<file path="config.mk">
export PLATFORM = sky130hd
export DESIGN_NAME = wb_port_arbiter
export DESIGN_NICKNAME = d
export VERILOG_FILES = /design/src/rtl/wb_port_arbiter.sv
export SDC_FILE = /design/constraint.sdc
export NUM_CORES = 1
export LEC_CHECK = 0
export CAP_MARGIN = 20
export CORE_MARGIN = 1.5
export CORE_UTILIZATION = 30
export DETAILED_ROUTE_END_ITERATION = 8
export MAX_ROUTING_LAYER = met4
export PLACE_DENSITY = 0.76
export SLEW_MARGIN = 5
export SYNTH_ARGS = -nofsm -noshare
export SYNTH_HDL_FRONTEND = slang
export SYNTH_SLANG_ARGS = --single-unit
</file>
<file path="constraint.sdc">
create_clock -name clk -period 2.6 [get_ports clk]
set_input_delay 0.52 -clock clk [delete_from_list [all_inputs] [get_ports clk]]
set_output_delay 0.52 -clock clk [all_outputs]
set_load 0.02 [all_outputs]
</file>
<file path="src/rtl/wb_port_arbiter.sv">
// wb_port_arbiter: GPR write-back port sharing for ALU, load/store and multi-cycle results.
// Optional build macro WB_LS_SKID_EN adds a 1-entry skid register on the load/store input.
module wb_port_arbiter #(
  parameter int DATA_W       = 32,
  parameter int ADDR_W       = 5,
  parameter int STARVE_LIMIT = 4
) (
  input  logic              clk,
  input  logic              resetb,
  input  logic              alu_we,
  input  logic [ADDR_W-1:0] alu_addr,
  input  logic [DATA_W-1:0] alu_data,
  input  logic              ls_valid,
  output logic              ls_ready,
  input  logic [ADDR_W-1:0] ls_addr,
  input  logic [DATA_W-1:0] ls_data,
  input  logic              mc_valid,
  output logic              mc_ready,
  input  logic [ADDR_W-1:0] mc_addr,
  input  logic [DATA_W-1:0] mc_data,
  output logic              gpr_we,
  output logic [ADDR_W-1:0] gpr_addr,
  output logic [DATA_W-1:0] gpr_data,
  output logic              stall_ex
);

  localparam int CW = $clog2(STARVE_LIMIT + 1);
  localparam logic [CW-1:0] LIM = CW'(STARVE_LIMIT);

  typedef enum logic [1:0] {
    G_NONE,
    G_ALU,
    G_LS,
    G_MC
  } gnt_e;

  typedef enum logic {
    RR_LS,
    RR_MC
  } rr_e;

  gnt_e gnt;
  rr_e  rr_q, rr_d;

  logic [CW-1:0] ls_wait_q, ls_wait_d;
  logic [CW-1:0] mc_wait_q, mc_wait_d;
  logic          stall_d;

  logic              ls_src_v;
  logic [ADDR_W-1:0] ls_src_a;
  logic [DATA_W-1:0] ls_src_d;

`ifdef WB_LS_SKID_EN
  logic              skid_full, skid_full_d;
  logic              ls_rdy_q;
  logic [ADDR_W-1:0] skid_a;
  logic [DATA_W-1:0] skid_d;

  assign ls_src_v = skid_full;
  assign ls_src_a = skid_a;
  assign ls_src_d = skid_d;
  assign ls_ready = ls_rdy_q & resetb;

  // Skid occupancy: drain on grant, fill on accept
  always_comb begin
    skid_full_d = skid_full;
    if (gnt == G_LS)
      skid_full_d = 1'b0;
    else if (ls_valid && ls_ready)
      skid_full_d = 1'b1;
  end

  // Skid entry and registered ready
  always_ff @(posedge clk) begin
    if (!resetb) begin
      skid_full <= 1'b0;
      ls_rdy_q  <= 1'b0;
      skid_a    <= '0;
      skid_d    <= '0;
    end else begin
      skid_full <= skid_full_d;
      ls_rdy_q  <= !skid_full_d;
      if (ls_valid && ls_ready) begin
        skid_a <= ls_addr;
        skid_d <= ls_data;
      end
    end
  end
`else
  assign ls_src_v = ls_valid;
  assign ls_src_a = ls_addr;
  assign ls_src_d = ls_data;
  assign ls_ready = (gnt == G_LS);
`endif

  assign mc_ready = (gnt == G_MC);

  // Grant: ALU, then starved side, then rr side, then other side
  always_comb begin
    gnt = G_NONE;
    if (!resetb)
      gnt = G_NONE;
    else if (alu_we)
      gnt = G_ALU;
    else if (ls_src_v && ls_wait_q == LIM)
      gnt = G_LS;
    else if (mc_valid && mc_wait_q == LIM)
      gnt = G_MC;
    else if (rr_q == RR_LS)
      gnt = ls_src_v ? G_LS : (mc_valid ? G_MC : G_NONE);
    else
      gnt = mc_valid ? G_MC : (ls_src_v ? G_LS : G_NONE);
  end

  // Next rr pointer, wait counters and stall request
  always_comb begin
    rr_d = rr_q;
    if (gnt == G_LS)
      rr_d = RR_MC;
    else if (gnt == G_MC)
      rr_d = RR_LS;

    ls_wait_d = ls_wait_q;
    if (!ls_src_v || gnt == G_LS)
      ls_wait_d = '0;
    else if (ls_wait_q != LIM)
      ls_wait_d = ls_wait_q + 1'b1;

    mc_wait_d = mc_wait_q;
    if (!mc_valid || gnt == G_MC)
      mc_wait_d = '0;
    else if (mc_wait_q != LIM)
      mc_wait_d = mc_wait_q + 1'b1;

    stall_d = (ls_wait_d == LIM && ls_wait_q != LIM) ||
              (mc_wait_d == LIM && mc_wait_q != LIM);
  end

  // Arbiter state and registered write-back port
  always_ff @(posedge clk) begin
    if (!resetb) begin
      rr_q      <= RR_LS;
      ls_wait_q <= '0;
      mc_wait_q <= '0;
      stall_ex  <= 1'b0;
      gpr_we    <= 1'b0;
      gpr_addr  <= '0;
      gpr_data  <= '0;
    end else begin
      rr_q      <= rr_d;
      ls_wait_q <= ls_wait_d;
      mc_wait_q <= mc_wait_d;
      stall_ex  <= stall_d;
      gpr_we    <= (gnt != G_NONE);
      unique case (gnt)
        G_ALU: begin
          gpr_addr <= alu_addr;
          gpr_data <= alu_data;
        end
        G_LS: begin
          gpr_addr <= ls_src_a;
          gpr_data <= ls_src_d;
        end
        G_MC: begin
          gpr_addr <= mc_addr;
          gpr_data <= mc_data;
        end
        default: ;
      endcase
    end
  end

  a_no_alu_in_stall: assert property (
    @(posedge clk) disable iff (!resetb) stall_ex |-> !alu_we
  );

endmodule

</file>
# Yosys cells after proc, flatten, opt, wreduce, memory -nomap -nowiden
# Index checks and enable logic that the tools add are counted.
dict set report totals {
  ff_bits 46
  word_cells 47
}
dict set report classes {
  n_addsub 2
  eq_ne 9
  muxes 17
  n_reduce_logical 12
}
# operator n
set ops {}
lappend ops {{32-bit one-hot mux with 3 select lines} 1}
lappend ops {{2-bit two-way mux} 9}
lappend ops {{5-bit one-hot mux with 3 select lines} 1}
lappend ops {{3-bit == test (second input constant)} 4}
lappend ops {{3-bit two-way mux} 4}
lappend ops {{3-bit by 1-bit adder with 3-bit output (second input constant)} 2}
lappend ops {{3-bit != test (second input constant)} 2}
lappend ops {{2-bit == test (second input constant)} 2}
lappend ops {{1-bit logical AND} 4}
lappend ops {{2-bit nonzero test} 2}
lappend ops {{1-bit logical OR} 3}
lappend ops {{3-bit nonzero test} 1}
lappend ops {{2-bit by 1-bit == test with 1-bit output (second input constant)} 1}
lappend ops {{1-bit zero test} 2}
lappend ops {{1-bit two-way mux} 2}

# Logic depth before layout (Yosys ltp)
# Gate-level depths: netlist (run 1).
dict set report logic_depth {
  depth_word 13
  ltp_mapped 8
  depth_no_buf 7
}

# Worst setup path before layout (run 1)
# No wires, ideal clock.
dict set report synth_path {
  path_kind {reg2out}
  startpoint {register mc_wait_q[0]}
  endpoint {output port ls_ready}
  t_arrival_ps 1611
  t_required_ps 2080
  slack_ps 469
  path_stages_with_launch 8
  path_cell_list {dfxtp_1 > inv_1 > ha_1 > and2_4 > o211a_1 > or3_4 > inv_6 > buf_6}
}
dict set report synth_via {
  elab_chain_cells 7
}
# item line_no
set synth_rtl {}
lappend synth_rtl {{from (decl)} 46} ;# logic [CW-1:0] mc_wait_q, mc_wait_d;
lappend synth_rtl {{from (signal assigned)} 152} ;# mc_wait_q <= mc_wait_d;
lappend synth_rtl {{3-bit == test} 107} ;# else if (mc_valid && mc_wait_q == LIM)
lappend synth_rtl {{1-bit logical AND} 107}
lappend synth_rtl {{2-bit two-way mux} 107}
lappend synth_rtl {{2-bit two-way mux} 105} ;# else if (ls_src_v && ls_wait_q == LIM)
lappend synth_rtl {{2-bit two-way mux} 103} ;# else if (alu_we)
lappend synth_rtl {{2-bit two-way mux} 101} ;# if (!resetb)
lappend synth_rtl {{2-bit == test} 93} ;# assign ls_ready = (gnt == G_LS);
lappend synth_rtl {{to (decl)} 14} ;# output logic ls_ready,
# Every way passes these cells.

# Worst setup path in the final report (run 1)
# Same ends and word-level chain as after synthesis.

==> impl_results.md, run 1 <==
- Minimum clock period: 2.43 ns
- CTS tree: built
- Post-route ant nets: 0
- Routed len/inst: 16.6 um
- Die ar.: 0.00740 mm2
- CP max-delay cell: or3_4
- Number of antenna diodes: 0
- CTS clk-pin slew, worst paths: 0.08 ns
- Initial DRC Count: 74
- Initial antenna violation count: 0
- Maxcap violations: 0
- Final Hold Vio Count: 0
- Clock Latency Late Sink: 0.31 ns
- Initial Util: 30.8%
- Post-synthesis cell count: 186
- Number of global-route vias before repair: 2196
- Arrival time at the worst endpoint: 1.91 ns
- Global-route met3 utilization: 3.66%
- Cell area after synthesis: 0.00207 mm2
- Slew @ Worst Pin: 0.392 ns
- H-tree level count: 2
- Placed cell area: 0.00378 mm2
- Design Power: about 1800 uW
- Grt met2 use: 30.2%
- Buf/Inv on CP: 3
- Ranking of synthesized cells by area: dfxtp_1 45%, a221o_1 13%, a22o_1 11%
- Number of port buffers: between 150 and 200
- # rows: 30
- GRT busiest layer: met2
- Clk root buf: clkbuf_8
- Register bit total from synthesis: 46
- Min-delay worst type: reg -> reg
- Register area share after synthesis: 44.6%
- DRT Wirelength: slightly above 7000 um
- Required @ worst endpoint: 2.08 ns
- Total congestion overflow: 0
- RSZ-0062 raised after global routing: no
- Die Ht: 86.0 um
- Final Skew: 0.0171 ns
- Syn nets: about 300
- Clk buf depth: 2
- Most frequent cell after synthesis: dfxtp_1
- CP cell instances: inv_1 -> ha_1 -> and2_4 -> o211a_1 -> or3_4 -> inv_6 -> buf_2
- Synth area leader: dfxtp_1
- Slew margin rel.: 73.8%
- CP startpoint kind: flip-flop
- Max Slew Vio Count: 0
- Setup Crit Path Kind: reg -> out
- Post-synth EDFFs: 0
- Unique masters post-synth: 29
- Crit. End Element: output pin
- Io pins: 157
- Synth Area per Inst: 11.1 um2
- Clk sinks: between 40 and 50
- Die width: about 86 um
- Yosys warns: 0
- RePlAce Congestion: 0.752
- # setup viols final: 0
- Gr usage total: a little under a fifth
- Global-route wire length before repair: 10700 um
- FMAX: 411 MHz
- Asr flop ratio synth: 0%
- Worst-path fanout max: 3
- HPWL after DPL: ~5300 um
- Vias per inst: 5.25
- Routed via count: 2261
- Largest net degree at the start of global routing: 28
- Run status: completed
- Area grow syn2layout: 87.7%
- Pleak: between 0.0015 and 0.002 uW
- Final #Nets: 470
- Delay of the slowest cell on the worst path: approximately 0.4 ns
- First drt pass iteration count: 4
- Met1 Use GR: 23.2%
- Power Dens Cells: ~470 mW/mm2
- Core area: 0.00672 mm2
- Residual DRC count: 0
- Top FF cell, synth: dfxtp_1
- Final period util: 93.5%
- Fin area: 0.00388 mm2
- Critical path's top delay family: simple AND/OR/NAND/NOR gates
- Share of Yosys cell area claimed by the top area cell type: 44.6%
- Top cells by count, synth: 46 x dfxtp_1, 27 x a221o_1, 27 x a22o_1
- Share of layout cells above drive strength 1: 12.0%
- Maximum VDD drop: 0.206 mV
- Num CTS Buffers: 5
metrics by stage:
stage / std cells / hold WS, ns / TNS [ns] / worst slack, ns / util (%)
3_3_place_gp: 423 / 0.512 / -0.290 / -0.150 / 56.2
6_report: 431 / 0.532 / 0 / 0.169 / 57.7
4_1_cts: 431 / 0.541 / 0 / 0.0365 / 57.9
3_5_place_dp: 423 / 0.529 / -0.323 / -0.176 / 56.2
5_1_grt: 431 / 0.578 / 0 / 0.0492 / 57.7
2_1_floorplan: 186 / 0.478 / 0 / 0.469 / -
layer usage:
| layer | share of wire (%) | vias to the layer above |
|---|---|---|
| met5 | 0 | - |
| met4 | 2.5 | 0 |
| met3 | 5.8 | 17 |
| met2 | 50 | 93 |
| met1 | 42 | 1067 |
| li1 | - | 1084 |
worst paths after layout:
kind                start            to  cells after the start  slack (ns)
max          mc_wait_q[0]      ls_ready                      7        0.17
min          mc_wait_q[2]  mc_wait_q[2]                      2        0.53
max reg2reg  mc_wait_q[0]  gpr_data[21]                      8        0.60
min reg2reg  mc_wait_q[2]  mc_wait_q[2]                      2        0.53
sequential cells by signal, summed over array words and instances, names as in the netlist:
signal,flops
gpr_addr,5
gpr_data,32
gpr_we,1
ls_wait_q,3
mc_wait_q,3
rr_q,1
stall_ex,1
final cells by class:
class | instances | area, um2
clock buffers | 6 | 72.6
inverters | 9 | 38.8
multi-input cells | 117 | 1030
fillers | 608 | 2840
clock inverters | 2 | 37.5
repair buffers | 171 | 1680
flip-flops and latches | 46 | 921
well taps | 80 | 100
worst reg2reg max path, delay by kind of cell (launching register included):
family	cells	cell delay (ns)
buffers and inverters	3	0.40
AO/OA/AOI/OAI	2	0.44
adder cells (fa/ha/maj)	1	0.22
flip-flops	1	0.33
AND/OR/NAND/NOR	2	0.57
logic make-up (layout without fill, tap and decap cells):
kind of cell	after synthesis	in the layout	share of synthesized area (%)
multiplexers	3	3	1.51
flip-flops	46	46	44.6
AND/OR/NAND/NOR	28	28	7.02
XOR/XNOR	2	2	0.848
AO/OA/AOI/OAI	80	80	37.8
adder cells (fa/ha/maj)	4	4	2.42
buffers and inverters	23	188	5.81
power breakdown:
part	leakage [uW]	internal, uW	switching [uW]
Sequential	0.000382	758	29.4
Clock	0.0000514	287	246
Combinational	0.00108	315	183
layout by cell type, fill, tap and decap left out, types with 2 or more instances in the layout:
cell type,instances
a221o_1,27
a22o_1,27
and2_1,2
buf_4,14
clkbuf_8,5
clkdlybuf4s50_1,154
dfxtp_1,46
ha_1,4
inv_1,7
mux2i_1,2
nand2_1,4
nand2b_1,3
nand3_1,4
nor2_1,10
o211ai_1,2
o221a_1,10
o221a_2,11
xnor2_1,2
what timing repair did:
item | 4_1_cts | 5_1_grt
hold buffers | 0 | 0
buffers inserted | 0 | 0
gates resized for setup | 4 | 3
setup endpoints to repair | 2 | 2
(Power assumes the default switching activity.)
==> run 2, diff against run 1 <==
- CORE_ASPECT_RATIO: not set -> 0.9
- PLACE_DENSITY: 0.76 -> 0.84
==> run 2 against run 1 <==
Against the previous run:
- final cell count increased by 3.0%
- die area is essentially flat
- routed wire length unchanged
- sequential power about the same
- critical path type unchanged
- critical endpoint is now mc_ready
- highest routed layer unchanged
==> impl_results.md, run 2 (same netlist as run 1, synthesis figures left out) <==
- Core area: 0.00662 mm2 (was 0.00672 mm2)
- Wire length on met1: 3070 um (was 3010 um)
- Delay of the slowest cell on the worst path: 0.34 ns (was 0.40 ns)
- Met2 WL post-DR: 3730 um (was 3560 um)
- CP max-delay cell: dfxtp_1 (was or3_4)
- Run status: completed (unchanged)
- Slew margin rel.: 63.8% (was 73.8%)
- Largest regs: gpr_data (32), gpr_addr (5) (unchanged)
- CTS tree: built (unchanged)
- Crit. End Element: output pin (unchanged)
- Largest register FFs: 32 (unchanged)
- Required @ worst endpoint: 2.08 ns (about the same)
- Pleak: 0.00153 uW (was 0.00151 uW)
- Finished Core Util: 59.3% (was 57.7%)
- Clk sinks: 46 (unchanged)
- Global-route wire length before repair: 10400 um (was 10700 um)
- # rows: 28 (was 30)
- Initial DRC Count: 61 (was 74)
- Final Hold Vio Count: 0 (unchanged)
- Most common cell after layout, fill and taps aside: clkdlybuf4s50_1 (unchanged)
- Gr usage total: 18.3% (was 18.9%)
- Non-Filler Instances: 444 (was 431)
- Max Slew Vio Count: 0 (unchanged)
- Final period util: 96.7% (was 93.5%)
- Min Hold Slack: 0.535 ns (was 0.532 ns)
- Clock Latency Late Sink: 0.29 ns (was 0.31 ns)
- DRT Wirelength: 7170 um (unchanged)
- Origin of the worst min-delay path: mc_wait_q[2] (unchanged)
- Min-delay worst type: reg -> reg (unchanged)
- Postcts setup bufs: 0 (unchanged)
- Switch Pwr: 454 uW (was 459 uW)
- Critical path's top delay family: buffers and inverters (was simple AND/OR/NAND/NOR gates)
- Setup Crit Path Kind: reg -> out (unchanged)
- Num CTS Buffers: 5 (unchanged)
- Worst R2R Start: mc_wait_q[0] (unchanged)
- Maxcap violations: 0 (unchanged)
- Post-route ant nets: 0 (unchanged)
- Part of the power in registers: 43.8% (was 43.3%)
- Die width: 90.5 um (was 86.0 um)
- Number of global-route vias before repair: 2175 (was 2196)
- Worst hold stages: 2 (unchanged)
- Residual DRC count: 0 (unchanged)
- Part of the power in combinational logic: 27.9% (was 27.4%)
- Largest reg by FF count: gpr_data (unchanged)
- Routed len/inst: 16.1 um (was 16.6 um)
- Power Dens Cells: 458 mW/mm2 (was 469 mW/mm2)
- Number of port buffers: 156 (unchanged)
- Sw Share: 25.2% (about the same)
- CP cell instances: inv_1 -> ha_1 -> and2_4 -> buf_4 -> o211ai_1 -> or2_2 -> inv_2 -> clkdlybuf4s15_1 (was inv_1 -> ha_1 -> and2_4 -> o211a_1 -> or3_4 -> inv_6 -> buf_2)
- Clk root buf: clkbuf_8 (unchanged)
- Routed via count: 2245 (was 2261)
- Top sig layer: met4 (unchanged)
- Total congestion overflow: 0 (unchanged)
- Post-Place Cells: 435 (was 423)
- R2r endpoint: gpr_addr[4] (was gpr_data[21])
- First drt pass iteration count: 4 (unchanged)
- FMAX: 398 MHz (was 411 MHz)
- Die ar.: 0.00740 mm2 (about the same)
- Arrival time at the worst endpoint: 2.00 ns (was 1.91 ns)
- Commonest cells after routing, fill and taps aside: 154 x clkdlybuf4s50_1, 46 x dfxtp_1, 27 x a22o_1, 27 x a221o_1, 17 x buf_4 (was 154 x clkdlybuf4s50_1, 46 x dfxtp_1, 27 x a22o_1, 27 x a221o_1, 14 x buf_4)
- Initial Util: 31.2% (was 30.8%)
- Slew @ Worst Pin: 0.542 ns (was 0.392 ns)
- Setup tns final: 0 ns (unchanged)
- Hold Path Sink: mc_wait_q[2] (unchanged)
- Final #Nets: 473 (was 470)
- CP startpoint kind: flip-flop (unchanged)
- Area grow syn2layout: 90.0% (was 87.7%)
- RSZ-0062 raised after global routing: no (unchanged)
- Io pins: 157 (unchanged)
- R2R Setup Slk: 0.53 ns (was 0.60 ns)
- Number of antenna diodes: 0 (unchanged)
- Minimum clock period: 2.52 ns (was 2.43 ns)
- Share of layout cells above drive strength 1: 12.7% (was 12.0%)
- Met3 routed WL: 315 um (was 419 um)
- Final Skew: 0.00310 ns (was 0.0171 ns)
- Maximum VDD drop: 0.291 mV (was 0.206 mV)
- CTS hold repair buffers: 0 (unchanged)
- # setup viols final: 0 (unchanged)
- Internal: 1350 uW (was 1360 uW)
- Buf/Inv on CP: 4 (was 3)
- Vias per inst: 5.06 (was 5.25)
- Die Ht: 81.7 um (was 86.0 um)
- Initial antenna violation count: 0 (unchanged)
- RePlAce Congestion: 0.769 (was 0.752)
- Clk pwr share: 28.4% (was 29.3%)
- Clk buf depth: 2 (unchanged)
- Fillers: 566 (was 608)
- Worst-path fanout max: 3 (unchanged)
- HPWL after DPL: 5410 um (was 5310 um)
- H-tree level count: 2 (unchanged)
- Worst r2r path cells: 9 (was 8)
- CTS clk-pin slew, worst paths: 0.09 ns (was 0.08 ns)
- Largest net degree at the start of global routing: 28 (unchanged)
run 2: cell types whose count changed in the layout (fill, tap and decap cells not counted):
cell	change
clkbuf_8	+3
buf_12	-1
buf_4	+3
buf_16	+1
bufinv_16	-1
clkbuf_1	-1
buf_2	-1
clkinvlp_4	-1
clkdlybuf4s15_1	+1
run 2: stage by stage:
stage                     area, um2  total power [uW]  worst slack, ns
after floorplan                2070               983            0.469
after global placement         3790              1290           -0.138
after detailed placement       3790              1310           -0.214
after CTS                      3900              1810          0.00699
after global routing           3930              1870          0.00595
final                          3930              1800           0.0848
run 2: worst max-delay path by stage:
stage | from | to | slack, ns | cells past startpoint
2_1_floorplan | mc_wait_q[0] | ls_ready | 0.47 | 7
3_3_place_gp | ls_valid | mc_ready | -0.14 | 6
3_5_place_dp | ls_valid | mc_ready | -0.21 | 6
4_1_cts | mc_wait_q[0] | ls_ready | 0.007 | 7
5_1_grt | mc_wait_q[0] | mc_ready | 0.006 | 8
6_report | mc_wait_q[0] | mc_ready | 0.08 | 8
run 2: repair_timing:
item	4_1_cts	5_1_grt
gates resized for setup	3	2
pin swaps	0	0
endpoints found under the setup margin	2	2
run 2: power groups by stage:
stage | registers, uW | clock network, uW | logic (uW)
floorplan | 861 | 0 | 122
global placement | 801 | 0 | 493
detailed placement | 803 | 0 | 503
CTS | 787 | 522 | 503
global route | 794 | 547 | 532
finish | 788 | 510 | 502
run 2: worst min-delay path: stages, from the launching register on:
cell	delay, ns
dfxtp_1	0.34
nor2_1	0.11
nor3_1	0.05
run 2: cell type report:
type	instances	area (um2)	share of cell area, %
repair buffers	174	1710	43.6
well taps	90	113	2.87
clock buffers	8	110	2.80
multi-input cells	117	1030	26.3
inverters	9	38.8	0.988
flip-flops and latches	46	921	23.5
run 2: layer usage:
layer | vias up | GRT usage, %
li1 | 1092 | -
met1 | 1066 | 21.7
met2 | 80 | 32.4
met3 | 7 | 3.33
met4 | 0 | 4.60
met5 | - | -
==> run 3, diff against run 2 <==
==> constraint.sdc (replaced) <==
create_clock -name clk -period 2.6 [get_ports clk]
set_input_delay 0.26 -clock clk [delete_from_list [all_inputs] [get_ports clk]]
set_output_delay 0.26 -clock clk [all_outputs]
set_load 0.02 [all_outputs]
==> run 3 against run 2 <==
Against the previous run:
- sequential power is essentially flat
- critical path depth shrank 1
- worst hold slack got worse by 0.017 ns
- first-iteration DRC count grew 11%
- utilization is 1.4 points lower
- fmax grew 2.2%
- final cell count fell by 2.5%
==> impl_results.md, run 3 (same netlist as run 1, synthesis figures left out) <==
- Post-Place Cells: 423 (was 435)
- Multi-input logic area: 0.00103 mm2 (unchanged)
- Die width: 90.5 um (unchanged)
- DRT Wirelength: 7040 um (was 7170 um)
- Sw Share: 25.5% (was 25.2%)
- Worst hold stages: 2 (unchanged)
- Clock Latency Late Sink: 0.29 ns (about the same)
- Min Hold Slack: 0.517 ns (was 0.535 ns)
- CP startpoint kind: flip-flop (unchanged)
- Internal: 1280 uW (was 1350 uW)
- Vias per inst: 5.07 (was 5.06)
- Required @ worst endpoint: 2.34 ns (was 2.08 ns)
- Clk sinks: 46 (unchanged)
- Commonest cells after routing, fill and taps aside: 155 x clkdlybuf4s50_1, 46 x dfxtp_1, 27 x a22o_1, 27 x a221o_1, 11 x o221a_2 (was 154 x clkdlybuf4s50_1, 46 x dfxtp_1, 27 x a22o_1, 27 x a221o_1, 17 x buf_4)
- Routed via count: 2194 (was 2245)
- Share of layout cells above drive strength 1: 9.33% (was 12.7%)
- Number of global-route vias before repair: 2238 (was 2175)
- Power Dens Cells: 449 mW/mm2 (was 458 mW/mm2)
- CTS tree: built (unchanged)
- Initial antenna violation count: 0 (unchanged)
- Final #Nets: 462 (was 473)
- Most common cell after layout, fill and taps aside: clkdlybuf4s50_1 (unchanged)
- Clk pwr share: 25.7% (was 28.4%)
- Slew @ Worst Pin: 0.496 ns (was 0.542 ns)
- Clk root buf: clkbuf_8 (unchanged)
- Largest reg by FF count: gpr_data (unchanged)
- Worst r2r path cells: 8 (was 9)
- Postcts setup bufs: 0 (unchanged)
- Maxcap violations: 0 (unchanged)
- Crit. End Element: output pin (unchanged)
- Switch Pwr: 439 uW (was 454 uW)
- Finished Core Util: 57.9% (was 59.3%)
- CTS clk-pin slew, worst paths: 0.08 ns (was 0.09 ns)
- Number of port buffers: 156 (unchanged)
- Arrival time at the worst endpoint: 2.20 ns (was 2.00 ns)
- Io pins: 157 (unchanged)
- RSZ-0062 raised after global routing: no (unchanged)
- Final period util: 94.7% (was 96.7%)
- Max Slew Vio Count: 0 (unchanged)
- Residual DRC count: 0 (unchanged)
- Number of antenna diodes: 0 (unchanged)
- Die Ht: 81.7 um (unchanged)
- Setup Crit Path Kind: reg -> out (unchanged)
- Part of the power in registers: 45.7% (was 43.8%)
- Min-delay worst type: reg -> reg (unchanged)
- Minimum clock period: 2.46 ns (was 2.52 ns)
- Run status: completed (unchanged)
- H-tree level count: 2 (unchanged)
- RePlAce Congestion: 0.776 (was 0.769)
- Clk buf depth: 2 (unchanged)
- Largest register FFs: 32 (unchanged)
- Fillers: 560 (was 566)
- HPWL after DPL: 5410 um (about the same)
- Maximum VDD drop: 0.196 mV (was 0.291 mV)
- Initial DRC Count: 68 (was 61)
- Final Skew: 0.00327 ns (was 0.00310 ns)
- Global-route wire length before repair: 10400 um (about the same)
- # rows: 28 (unchanged)
- Gr usage total: 18.4% (was 18.3%)
- CTS hold repair buffers: 0 (unchanged)
- Worst-path fanout max: 4 (was 3)
- Core area: 0.00662 mm2 (unchanged)
- First drt pass iteration count: 4 (unchanged)
- Routed len/inst: 16.3 um (was 16.1 um)
- Register area: 921 um2 (unchanged)
- Post-CTS resize count: 1 (was 3)
- FMAX: 406 MHz (was 398 MHz)
- Initial Util: 31.2% (unchanged)
- Non-Filler Instances: 433 (was 444)
- Slew margin rel.: 66.8% (was 63.8%)
- Setup tns final: 0 ns (unchanged)
- Post-route ant nets: 0 (unchanged)
- Area grow syn2layout: 85.6% (was 90.0%)
- Die ar.: 0.00740 mm2 (unchanged)
- Pleak: 0.00147 uW (was 0.00153 uW)
- Total congestion overflow: 0 (unchanged)
- Largest regs: gpr_data (32), gpr_addr (5) (unchanged)
- Largest net degree at the start of global routing: 28 (unchanged)
- # setup viols final: 0 (unchanged)
- Part of the power in combinational logic: 28.6% (was 27.9%)
- Num CTS Buffers: 5 (unchanged)
- Final Hold Vio Count: 0 (unchanged)
run 3: per-stage QoR:
stage	setup WS (ns)	total power [uW]	instance area, um2
global placement	0.246	1280	3700
detailed placement	0.221	1290	3700
floorplan	0.729	983	2070
CTS	0.110	1740	3790
finish	0.138	1720	3840
global route	0.0104	1810	3840
run 3: routing by layer:
metal / global-route usage [%] / wire length, um
met1: 20.5 / 2880
met2: 32.9 / 3760
met3: 3.61 / 314
met4: 6.98 / 78
met5: - / 0
run 3: path summary, 6_finish.rpt:
check                     from     endpoint  slack [ns]
setup reg to reg  mc_wait_q[0]  gpr_data[9]        0.52
hold / removal    mc_wait_q[0]     stall_ex        0.52
hold reg to reg   mc_wait_q[0]     stall_ex        0.52
setup / recovery  mc_wait_q[0]     mc_ready        0.14
run 3: power groups by stage:
stage	Sequential, uW	Combinational, uW	Clock (uW)
after detailed placement	803	489	0
after floorplan	861	122	0
after global placement	802	478	0
final	787	493	443
after CTS	788	490	463
after global routing	795	520	491
run 3: critical path, stage by stage (launching register included):
cell and delay, ns:
dfxtp_1 0.33, inv_1 0.09, ha_1 0.20, and2_4 0.18
o211ai_1 0.12, or2_2 0.32, inv_2 0.06, clkdlybuf4s50_1 0.63
run 3: layout make-up:
| class | count | area share [%] |
|---|---|---|
| Multi-Input combinational cell | 117 | 26.9 |
| Tap cell | 90 | 2.94 |
| Timing Repair Buffer | 163 | 42.8 |
| Clock buffer | 7 | 2.25 |
| Inverter | 9 | 1.01 |
| Sequential cell | 46 | 24.0 |
| Clock inverter | 1 | 0.130 |
